--- src/rtl/aibcr3aux_osc_cntr_gen2.sv ---
// aibcr3aux_osc_cntr_gen2 -- oscillator frequency counter.
// Counts prescaled ticks of its own clock between a start and a stop request
// and captures the result in out_bin. A sticky ovf flag marks a measurement
// whose count passed all-ones.
// Build option: define AIBCR3AUX_OSC_CNTR_SAT_EN to make the running count
// saturate at all-ones on overflow; by default it wraps to zero.
module aibcr3aux_osc_cntr_gen2 #(
  parameter int WIDTH = 6,   // count width, 4..16
  parameter int PRE_W = 3    // prescale-select width
) (
  input  logic             clk,
  input  logic             reset,
  input  logic             en,
  input  logic [PRE_W-1:0] cntr,
  input  logic             start,
  input  logic             stop,
  output logic [WIDTH-1:0] out_bin,
  output logic [WIDTH-1:0] cnt_live,
  output logic             busy,
  output logic             done,
  output logic             ovf
);

  // Wide enough to reach 2^(2^PRE_W-1)-1, the largest terminal count.
  localparam int PS_W = (1 << PRE_W) + 1;
  localparam logic [PS_W-1:0]  PS_ONE  = PS_W'(1);
  localparam logic [WIDTH-1:0] CNT_ONE = WIDTH'(1);

  typedef enum logic [1:0] {
    S_IDLE  = 2'd0,
    S_COUNT = 2'd1,
    S_DONE  = 2'd2
  } state_t;

  state_t           r_state;
  state_t           w_state_nxt;
  logic             w_start_acc;
  logic             w_stop_acc;
  logic             w_counting;

  logic [PRE_W-1:0] r_cntr_lat;
  logic [PS_W-1:0]  r_ps;
  logic [PS_W-1:0]  w_ps_term;
  logic             w_tick;

  logic [WIDTH-1:0] r_cnt;
  logic [WIDTH-1:0] w_cnt_nxt;
  logic             w_ovf_evt;
  logic             r_ovf;
  logic [WIDTH-1:0] r_out_bin;

  // State register; reset abandons any measurement in progress.
  always_ff @(posedge clk or posedge reset) begin
    if (reset) begin
      r_state <= S_IDLE;
    end else begin
      r_state <= w_state_nxt;
    end
  end

  // Next state plus start/stop acceptance. In COUNT stop has priority and
  // start is ignored; in IDLE/DONE start has priority and stop is ignored.
  always_comb begin
    w_state_nxt = r_state;
    w_start_acc = 1'b0;
    w_stop_acc  = 1'b0;
    case (r_state)
      S_IDLE, S_DONE: begin
        if (start) begin
          w_state_nxt = S_COUNT;
          w_start_acc = 1'b1;
        end
      end
      S_COUNT: begin
        if (stop) begin
          w_state_nxt = S_DONE;
          w_stop_acc  = 1'b1;
        end
      end
      default: w_state_nxt = S_IDLE;
    endcase
  end

  assign w_counting = (r_state == S_COUNT) && en;

  // Terminal prescaler value 2^cntr_lat-1; zero select ticks every enabled cycle.
  always_comb begin
    w_ps_term = (PS_ONE << r_cntr_lat) - PS_ONE;
    w_tick    = w_counting && (r_ps == w_ps_term);
  end

  // Next running count including this cycle's tick and the overflow rule.
  always_comb begin
    w_cnt_nxt = r_cnt;
    w_ovf_evt = 1'b0;
    if (w_tick) begin
      if (&r_cnt) begin
        w_ovf_evt = 1'b1;
`ifdef AIBCR3AUX_OSC_CNTR_SAT_EN
        w_cnt_nxt = r_cnt;
`else
        w_cnt_nxt = '0;
`endif
      end else begin
        w_cnt_nxt = r_cnt + CNT_ONE;
      end
    end
  end

  // Prescale select is sampled only when a measurement starts.
  always_ff @(posedge clk or posedge reset) begin
    if (reset) begin
      r_cntr_lat <= '0;
    end else if (w_start_acc) begin
      r_cntr_lat <= cntr;
    end
  end

  // Prescaler: cleared on start, advances on enabled COUNT cycles, wraps on tick.
  always_ff @(posedge clk or posedge reset) begin
    if (reset) begin
      r_ps <= '0;
    end else if (w_start_acc) begin
      r_ps <= '0;
    end else if (w_counting) begin
      r_ps <= w_tick ? '0 : (r_ps + PS_ONE);
    end
  end

  // Running count and sticky overflow, both cleared on start.
  always_ff @(posedge clk or posedge reset) begin
    if (reset) begin
      r_cnt <= '0;
      r_ovf <= 1'b0;
    end else if (w_start_acc) begin
      r_cnt <= '0;
      r_ovf <= 1'b0;
    end else begin
      r_cnt <= w_cnt_nxt;
      if (w_ovf_evt) begin
        r_ovf <= 1'b1;
      end
    end
  end

  // Capture on stop, including a tick that lands in the stop cycle itself.
  always_ff @(posedge clk or posedge reset) begin
    if (reset) begin
      r_out_bin <= '0;
    end else if (w_stop_acc) begin
      r_out_bin <= w_cnt_nxt;
    end
  end

  assign out_bin  = r_out_bin;
  assign cnt_live = r_cnt;
  assign ovf      = r_ovf;
  assign busy     = (r_state == S_COUNT);
  assign done     = (r_state == S_DONE);

endmodule

--- config.mk ---
export PLATFORM = sky130hd
export DESIGN_NAME = aibcr3aux_osc_cntr_gen2
export DESIGN_NICKNAME = d
export VERILOG_FILES = /design/src/rtl/aibcr3aux_osc_cntr_gen2.sv
export SDC_FILE = /design/constraint.sdc
export NUM_CORES = 1
export LEC_CHECK = 0
export BUFFER_PORTS_ARGS = -buffer_cell sky130_fd_sc_hd__buf_4
export CORE_ASPECT_RATIO = 0.6
export CORE_MARGIN = 4
export CORE_UTILIZATION = 50
export CTS_CLUSTER_SIZE = 16
export DETAILED_ROUTE_END_ITERATION = 12
export PLACE_DENSITY = 0.72
export RECOVER_POWER = 25
export SLEW_MARGIN = 20
export SYNTH_ARGS = -nofsm -noshare
export SYNTH_HDL_FRONTEND = slang
export SYNTH_SLANG_ARGS = --single-unit
--- constraint.sdc ---
create_clock -name clk -period 5.93 [get_ports clk]
set_clock_uncertainty 0.2 [all_clocks]
set_input_delay 0 -clock clk [delete_from_list [all_inputs] [get_ports clk]]
set_output_delay 0 -clock clk [all_outputs]
set_load 0.05 [all_outputs]
==> qor.yml, run 1 <==
outcome: "finished, final reports clean"
p_sw_share_pct: 36.89
grt_max_degree: 28
clock_latency_ns: 0.27
cp_max_fo: 11
synth_area_leader_cell: "dfrtp_1"
viasPerCell: 5.465
clkPwrFrac_pct: 21.3
nFillCells: 230
maxCapViolations: 0
p_int_mw: 0.3089
yosys-top-cells-count: "28 x nand2_1, 27 x dfrtp_1, 12 x nor2_1, 12 x o21ai_0, 9 x nand3_1"
ctsLongestPathBuffers: 2
initial_core_util_pct: 55.06
grt.overflow.total: 0
cts_buffers: 3
yosysMostFrequentCell: "nand2_1"
rsz0062_at_grt: "false"
place_hpwl_um: 2399
synth_area_um2: 1456
clkTransAtPathRegs_ns: 0.09
hp-class: "in2reg"
die-area_um2: 3869
fmax_ghz: 0.3668
power.share.sequential_pct: 47.6
ys.flop_type: "dfrtp_1"
synth_top_area_share_pct: 46.39
start_kind: "flop"
hold_viol_final: 0
place.gp.congestion: 0.8830
layout-drive-gt1-share_pct: 14.89
cp.arrival_ns: 2.69
cts_max_level: 1
path_class: "reg2reg"
syn_nets: 172
synth-seq-cells: 27
grt_first_pass_wirelength_um: 5644
synth_cell_types: 38
dieWidth_um: 77.68
cp_slowest_stage_delay_ns: 0.58
grt_use_total_pct: 18.09
firstDrtPassIters: 4
yosysWarnings: 0
comb_power_share_pct: 31.1
port_buffers: 22
io-pin-count: 23
clockRootBuffer: "clkbuf_8"
end_kind: "flop"
drt-initial-drc-count: 75
syn_to_final_growth_pct: 20.10
async_reset_ff_share_pct: 100.0
synthTopCellsByArea: "dfrtp_1 46%, nand2_1 7.2%, o21ai_0 4.1%, nand3_1 3.1%, nor2_1 3.1%"
die_height_um: 49.81
syn_avg_cell_area_um2: 8.990
wl_um: 3241
synth_edf_count: 0
vdd_drop_max_uv: 187.6
crit_chain: "or4b_1, o211ai_2, a31oi_2, nor3_1, o21ai_0, a32o_1"
route.detailed.drc: 0
netSwitchingPower_mw: 0.1805
finalSetupViolCount: 0
fin_setup_tns_ns: 0
fin_crit_ns: 2.726
cts_tree: "yes"
diodes: 0
num_vias: 1246
multi_input_area_um2: 710.7
routedWlPerCell_um: 14.21
core-area_um2: 2645
register_area_um2: 675.6
final_nets: 199
worst_path_max_delay_cell: "nor3_1"
first_global_vias: 1175
tightest_slew_ns: 1.022
antenna_left: 0
post-route-period-util_pct: 45.97
cts_resized: 0
required_ns: 5.90
syn_inst: 162
leakagePower_nw: 0.8252
timing.hold.ws_ns: 0.2597
yosysSeqAreaShare_pct: 46.39
clock_sinks: 27
powerDensity_nw_per_um2: 279.8
path_buf_inv: 0
finalMaxSlewViolations: 0
cp_top_family: "simple AND/OR/NAND/NOR gates"
slew_headroom_pct: 31.80
antenna_found_initial: 0
num_rows: 14
per-stage QoR:
step / instance area, um2 / instances / total power [mW] / worst slack (ns) / util (%)
3_5_place_dp: 1624 / 216 / 0.3818 / 3.256 / 61.40
2_1_floorplan: 1456 / 162 / 0.3468 / 3.231 / -
5_1_grt: 1749 / 228 / 0.5239 / 3.002 / 66.13
4_1_cts: 1749 / 228 / 0.4917 / 3.243 / 66.13
3_3_place_gp: 1624 / 216 / 0.3772 / 3.323 / 61.40
6_report: 1749 / 228 / 0.4894 / 3.204 / 66.13
worst min-delay path, stage by stage:
cell           delay [ns]
dlygate4sd3_1        0.52
buf_4                0.09
nand2_1              0.04
nand2_1              0.05
power by group through the flow:
| stage | clock, mW | sequential [mW] | combinational, mW |
|---|---|---|---|
| CTS | 0.107 | 0.232 | 0.153 |
| floorplan | 0 | 0.242 | 0.104 |
| finish | 0.104 | 0.233 | 0.152 |
| global placement | 0 | 0.234 | 0.143 |
| global route | 0.116 | 0.237 | 0.171 |
| detailed placement | 0 | 0.236 | 0.146 |
timing repair:
item	in CTS	in global routing
hold endpoints to repair	34	0
buffers inserted	0	0
hold buffers	8	0
cells in the final DEF (no fill, tap or decap), types with 2 or more instances in the layout:
cell type / instances
o22ai_1: 2
or3_1: 3
o21ai_0: 12
nor4b_1: 2
o21a_1: 2
nand2_1: 28
xnor2_1: 4
dlygate4sd3_1: 8
nor3_1: 8
mux2i_1: 2
nor2_1: 12
or4_1: 2
nor2b_1: 4
buf_4: 21
dfrtp_1: 27
clkbuf_8: 3
and3_1: 3
xor2_1: 5
inv_1: 6
nand3_1: 9
nand2b_1: 5
ha_1: 2
state kept, by name, summed over array words and instances (netlist names):
| name | cells |
|---|---|
| r_ps | 9 |
| cnt_live | 6 |
| r_state | 2 |
| out_bin | 6 |
| r_cntr_lat | 3 |
| ovf | 1 |
final cells by class:
cell class	count	area share, %
Inverter	6	1.288
Sequential cell	27	38.63
Tap cell	40	2.861
Clock buffer	4	2.575
Multi-Input combinational cell	121	40.63
Timing Repair Buffer	30	14.02
logic make-up after synthesis:
logic type	after synthesis	synth area share (%)
XOR/XNOR	9	5.412
flip-flops	27	46.39
AND/OR/NAND/NOR	81	27.75
multiplexers	2	1.375
AO/OA/AOI/OAI	27	12.54
adder cells (fa/ha/maj)	2	1.718
buffers and inverters	14	4.811
path summary, 6_finish.rpt:
| kind | from | endpoint | slack (ns) | cells after the start |
|---|---|---|---|---|
| worst max-delay path | r_cntr_lat[2]$_DFFE_PP0P_ | cnt_live[5]$_DFF_PP0_ | 3.20 | 6 |
| worst min-delay path | cntr[2] | r_cntr_lat[2]$_DFFE_PP0P_ | 0.26 | 4 |
| worst max register to register | r_cntr_lat[2]$_DFFE_PP0P_ | cnt_live[5]$_DFF_PP0_ | 3.20 | 6 |
| worst min register to register | out_bin[0]$_DFFE_PP0P_ | out_bin[0]$_DFFE_PP0P_ | 0.28 | 2 |
| max in group asynchronous | reset | r_cntr_lat[2]$_DFFE_PP0P_ | 4.58 | 3 |
| min in group asynchronous | reset | out_bin[1]$_DFFE_PP0P_ | 0.33 | 3 |
metal layers:
metal | global-route usage, % | routed length (um) | up-vias
met2 | 27.27 | 1354 | 40
met3 | 4.727 | 221 | 5
met1 | 26.74 | 1651 | 590
met5 | 0 | 0 | -
li1 | - | - | 611
met4 | 2.071 | 14 | 0
No activity file was read; power rests on OpenSTA's default activity.
==> run 2: changes to the inputs <==
- clock period: 5.93 -> 2.7 ns (I/O delays scaled with it)
==> run 2 against run 1 <==
Effect of this change: power up 120%; largest cell class unchanged; largest power group unchanged; combinational power up 130%; critical path type unchanged; sequential power up 120%; global-route usage down 1.1 points; worst setup slack worse by 3.1 ns; critical path depth unchanged; clock-buffer cell count down 1.
==> qor.yml, run 2 (synthesized netlist as in run 1, its figures left out) <==
comb_power_share_pct: 31.5
clkPwrFrac_pct: 21.4
ff2ff_setup_slack_ns: 0.11
clockRootBuffer: "clkbuf_8"
top_register: "r_ps"
outcome: "finished, final reports clean"
leakagePower_nw: 0.8373
drt-initial-drc-count: 74
clock_latency_ns: 0.28
cp_slowest_stage_delay_ns: 0.57
fin_setup_tns_ns: 0
end_kind: "flop"
num_rows: 14
grt_use_total_pct: 16.94
grt_max_degree: 28
dp_cells: 219
hp-start: "cntr[1]"
largest_register_ffs: 9
slew_headroom_pct: 31.29
place.gp.congestion: 0.9249
die-area_um2: 3869
finalMaxSlewViolations: 0
io-pin-count: 23
antenna_found_initial: 0
hp-class: "in2reg"
layoutNonFillerInstCount: 230
first_global_vias: 1108
clkTransAtPathRegs_ns: 0.10
fin_util_pct: 67.08
die_height_um: 49.81
layout_common_cells: "28 x nand2_1, 26 x dfrtp_1, 24 x buf_4"
wl_um: 3116
worstHoldEndpoint: "r_cntr_lat[1]$_DFFE_PP0P_"
required_ns: 2.67
r2r_cells: 6
fmax_ghz: 0.3867
worstReg2RegEnd: "out_bin[3]$_DFFE_PP0P_"
grt.overflow.total: 0
final_nets: 201
start_kind: "flop"
route.detailed.drc: 0
dieWidth_um: 77.68
powerDensity_nw_per_um2: 614.5
cts_max_level: 1
hold_viol_final: 0
mostFrequentLayoutCell: "nand2_1"
routedWlPerCell_um: 13.55
viasPerCell: 5.478
layout-drive-gt1-share_pct: 18.42
netSwitchingPower_mw: 0.4070
worst_path_max_delay_cell: "or4b_1"
cts_buffers: 3
clock_sinks: 27
fin_crit_ns: 2.586
worstHoldPathCells: 4
rsz0062_at_grt: "false"
cts_tree: "yes"
grt_first_pass_wirelength_um: 5216
place_hpwl_um: 2323
antenna_left: 0
path_class: "reg2reg"
firstDrtPassIters: 4
syn_to_final_growth_pct: 21.82
diodes: 0
ctsLongestPathBuffers: 2
finalSetupViolCount: 0
cp.arrival_ns: 2.55
crit_chain: "or4b_1, o211ai_2, a31oi_2, or3_1, o21a_1, o31a_1"
maxCapViolations: 0
tightest_slew_ns: 1.029
p_int_mw: 0.6833
initial_core_util_pct: 55.06
regToRegStartpoint: "r_ps[2]$_DFFE_PP0P_"
port_buffers: 22
power.share.sequential_pct: 47.1
p_sw_share_pct: 37.33
vdd_drop_max_uv: 370.7
post-route-period-util_pct: 95.77
cp_max_fo: 9
num_vias: 1260
core-area_um2: 2645
## run 2: repair_timing
| action | CTS | global route |
|---|---|---|
| setup buffers | 0 | 0 |
| gates resized for setup | 0 | 3 |
| endpoints found under the hold margin | 34 | 0 |
| hold buffers | 7 | 0 |
| setup endpoints to repair | 0 | 7 |
## run 2: worst max-delay path, delay by kind of cell, from the launching register on
kind	cells	cell delay, ns
flops	1	0.47
compound gates	4	0.76
simple gates	2	1.05
## run 2: cell type report
cell class	count	area, um2
Fill cell	202	870.8
Multi-Input combinational cell	121	720.7
Sequential cell	27	676.9
Timing Repair Buffer	32	257.7
Tap cell	40	50.05
Clock buffer	3	41.29
Inverter	6	22.52
Clock inverter	1	5.005
## run 2: routing by layer
metal | up-vias | wire [um] | track usage (%)
li1 | 618 | - | -
met1 | 594 | 1569 | 25.23
met2 | 44 | 1264 | 25.14
met3 | 4 | 258 | 4.545
met4 | 0 | 24 | 2.071
met5 | - | 0 | 0
## run 2: how the worst max path moves through the flow
stage	from	end	cells after the start
final	r_ps[2]$_DFFE_PP0P_	out_bin[3]$_DFFE_PP0P_	6
after global routing	r_ps[2]$_DFFE_PP0P_	out_bin[3]$_DFFE_PP0P_	6
after CTS	r_cntr_lat[2]$_DFFE_PP0P_	out_bin[0]$_DFFE_PP0P_	6
after detailed placement	r_cntr_lat[2]$_DFFE_PP0P_	out_bin[3]$_DFFE_PP0P_	6
after global placement	r_cntr_lat[2]$_DFFE_PP0P_	out_bin[3]$_DFFE_PP0P_	6
after floorplan	r_state[0]$_DFFE_PP0P_	out_bin[3]$_DFFE_PP0P_	6
## run 2: power groups by stage
| stage | clock network, mW | registers [mW] | logic, mW |
|---|---|---|---|
| 2_1_floorplan | 0 | 0.532 | 0.229 |
| 3_3_place_gp | 0 | 0.513 | 0.319 |
| 3_5_place_dp | 0 | 0.519 | 0.326 |
| 4_1_cts | 0.236 | 0.511 | 0.336 |
| 5_1_grt | 0.256 | 0.522 | 0.380 |
| 6_report | 0.233 | 0.514 | 0.343 |
## run 2: through the flow
step	total power, mW	hold slack [ns]	worst slack [ns]	area, um2
CTS	1.083	0.2545	0.09298	1763
floorplan	0.7618	-0.1473	0.0005194	1456
detailed placement	0.8449	-0.003792	0.1169	1647
global route	1.157	0.2826	0.02420	1774
finish	1.090	0.2515	0.1143	1774
global placement	0.8328	-0.008679	0.1872	1647
==> run 3: changes to the inputs <==
- CELL_PAD_IN_SITES_DETAIL_PLACEMENT: unset -> 0
- CELL_PAD_IN_SITES_GLOBAL_PLACEMENT: unset -> 1
- CORE_UTILIZATION: 50 -> 42
- PLACE_DENSITY: 0.72 -> unset
- PLACE_DENSITY_LB_ADDON: unset -> 0.1
- RECOVER_POWER: 25 -> 50
==> run 3 against run 2 <==
Effect of this change: utilization is 13 points lower; clock power hardly changed; sequential share of layout area is 0.16 points higher; via count fell by 2.5%; critical path depth unchanged; hold slack lost 0.0062 ns; fmax up 1.5%; worst setup slack improved by 0.038 ns; clock-buffer cell count unchanged; sequential power fell by 2%; power grew 0.45%; critical path type unchanged.
==> qor.yml, run 3 (synthesized netlist as in run 1, its figures left out) <==
cts_setup_buffers: 0
place.gp.congestion: 0.7746
worstReg2RegEnd: "out_bin[3]$_DFFE_PP0P_"
place_hpwl_um: 2503
required_ns: 2.67
worstHoldPathCells: 4
first_global_vias: 1207
viasPerCell: 5.203
rsz0062_at_grt: "false"
die_height_um: 53.62
diodes: 0
grt_use_total_pct: 16.11
clock_sinks: 27
cts_tree: "yes"
cp_max_fo: 9
top_usage_layer: "met2"
tightest_slew_ns: 1.072
start_kind: "flop"
worstHoldEndpoint: "r_cntr_lat[0]$_DFFE_PP0P_"
dp_slack_ns: 0.09624
powerDensity_nw_per_um2: 619.9
path_class: "reg2reg"
outcome: "finished, final reports clean"
syn_to_final_growth_pct: 21.31
clock_latency_ns: 0.27
maxCapViolations: 0
cts_max_level: 1
cp.arrival_ns: 2.52
cts_buffers: 3
top_register: "r_ps"
route.detailed.drc: 0
grt_first_pass_wirelength_um: 5651
end_kind: "flop"
grt_max_degree: 28
setup_ws_ns: 0.1526
multi_input_area_um2: 723.2
hp-start: "cntr[0]"
ctsLongestPathBuffers: 2
met1_usage_pct: 23.36
met2_usage_pct: 25.00
antenna_found_initial: 0
dp_cells: 225
fin_crit_ns: 2.547
port_buffers: 22
routedWlPerCell_um: 14.26
antenna_left: 0
dieWidth_um: 84.02
layoutNonFillerInstCount: 236
wl_um: 3365
largest_register_ffs: 9
firstDrtPassIters: 4
fin_setup_tns_ns: 0
core-area_um2: 3283
clkTransAtPathRegs_ns: 0.10
hold_viol_final: 0
final_nets: 202
num_vias: 1228
post-route-period-util_pct: 94.35
register_area_um2: 676.9
leakagePower_nw: 0.8115
initial_core_util_pct: 44.36
use_met3_pct: 3.976
layout_common_cells: "28 x nand2_1, 26 x dfrtp_1, 18 x buf_4"
final_area_um2: 1767
die-area_um2: 4505
slew_headroom_pct: 28.47
regToRegStartpoint: "r_ps[2]$_DFFE_PP0P_"
fmax_ghz: 0.3926
num_rows: 16
finalMaxSlewViolations: 0
clockRootBuffer: "clkbuf_8"
ff2ff_setup_slack_ns: 0.15
drt-initial-drc-count: 90
r2r_cells: 6
layout-drive-gt1-share_pct: 15.18
hp-class: "in2reg"
grt.overflow.total: 0
total_power_mw: 1.095
nFillCells: 318
io-pin-count: 23
dpl-instance-area_um2: 1660
finalSetupViolCount: 0
vdd_drop_max_uv: 272.4
mostFrequentLayoutCell: "nand2_1"
run 3: metal layers:
layer | share of wire (%) | wire, um | vias up
li1 | - | - | 618
met1 | 53 | 1787 | 586
met2 | 42 | 1421 | 22
met3 | 4.4 | 148 | 2
met4 | 0.24 | 8 | 0
met5 | 0 | 0 | -
run 3: cell type report:
cell class / count / area share, %
clock buffer: 3 / 2.337
clock inverter: 1 / 0.4249
inverter: 6 / 1.275
multi-input combinational: 121 / 40.93
sequential: 27 / 38.31
tap: 45 / 3.187
timing repair buffer: 33 / 13.53
run 3: report_power, final:
| part | switching [mW] | internal, mW |
|---|---|---|
| clock | 0.132 | 0.105 |
| combinational | 0.224 | 0.129 |
| sequential | 0.0573 | 0.448 |
| total | 0.412 | 0.683 |
run 3: critical path, cell delays in order, from the launching register on:
cell and delay (ns):
dfrtp_1 0.47, or4b_1 0.58, o211ai_2 0.10, a31oi_2 0.15
or3_4 0.45, o21a_1 0.22, o31a_1 0.27
run 3: per-stage QoR:
| step | utilization, % | hold WS [ns] |
|---|---|---|
| finish | 53.81 | 0.2454 |
| global route | 53.81 | 0.2408 |
| CTS | 54.19 | 0.2428 |
| detailed placement | 50.57 | -0.005889 |
| global placement | 50.57 | -0.009005 |
| floorplan | - | -0.1473 |
run 3: worst max-delay path by stage:
stage | from | cells past startpoint | slack (ns) | end
after floorplan | r_state[0]$_DFFE_PP0P_ | 6 | 0.0005 | out_bin[3]$_DFFE_PP0P_
after detailed placement | r_cntr_lat[2]$_DFFE_PP0P_ | 6 | 0.1 | out_bin[3]$_DFFE_PP0P_
after global placement | r_cntr_lat[2]$_DFFE_PP0P_ | 6 | 0.17 | out_bin[3]$_DFFE_PP0P_
final | r_ps[2]$_DFFE_PP0P_ | 6 | 0.15 | out_bin[3]$_DFFE_PP0P_
after CTS | r_cntr_lat[2]$_DFFE_PP0P_ | 6 | 0.08 | out_bin[3]$_DFFE_PP0P_
after global routing | r_ps[2]$_DFFE_PP0P_ | 6 | 0.05 | out_bin[3]$_DFFE_PP0P_
run 3: timing repair:
item	4_1_cts	5_1_grt
hold buffers	7	0
setup endpoints to repair	0	5
gates resized for setup	0	3
endpoints found under the hold margin	34	0
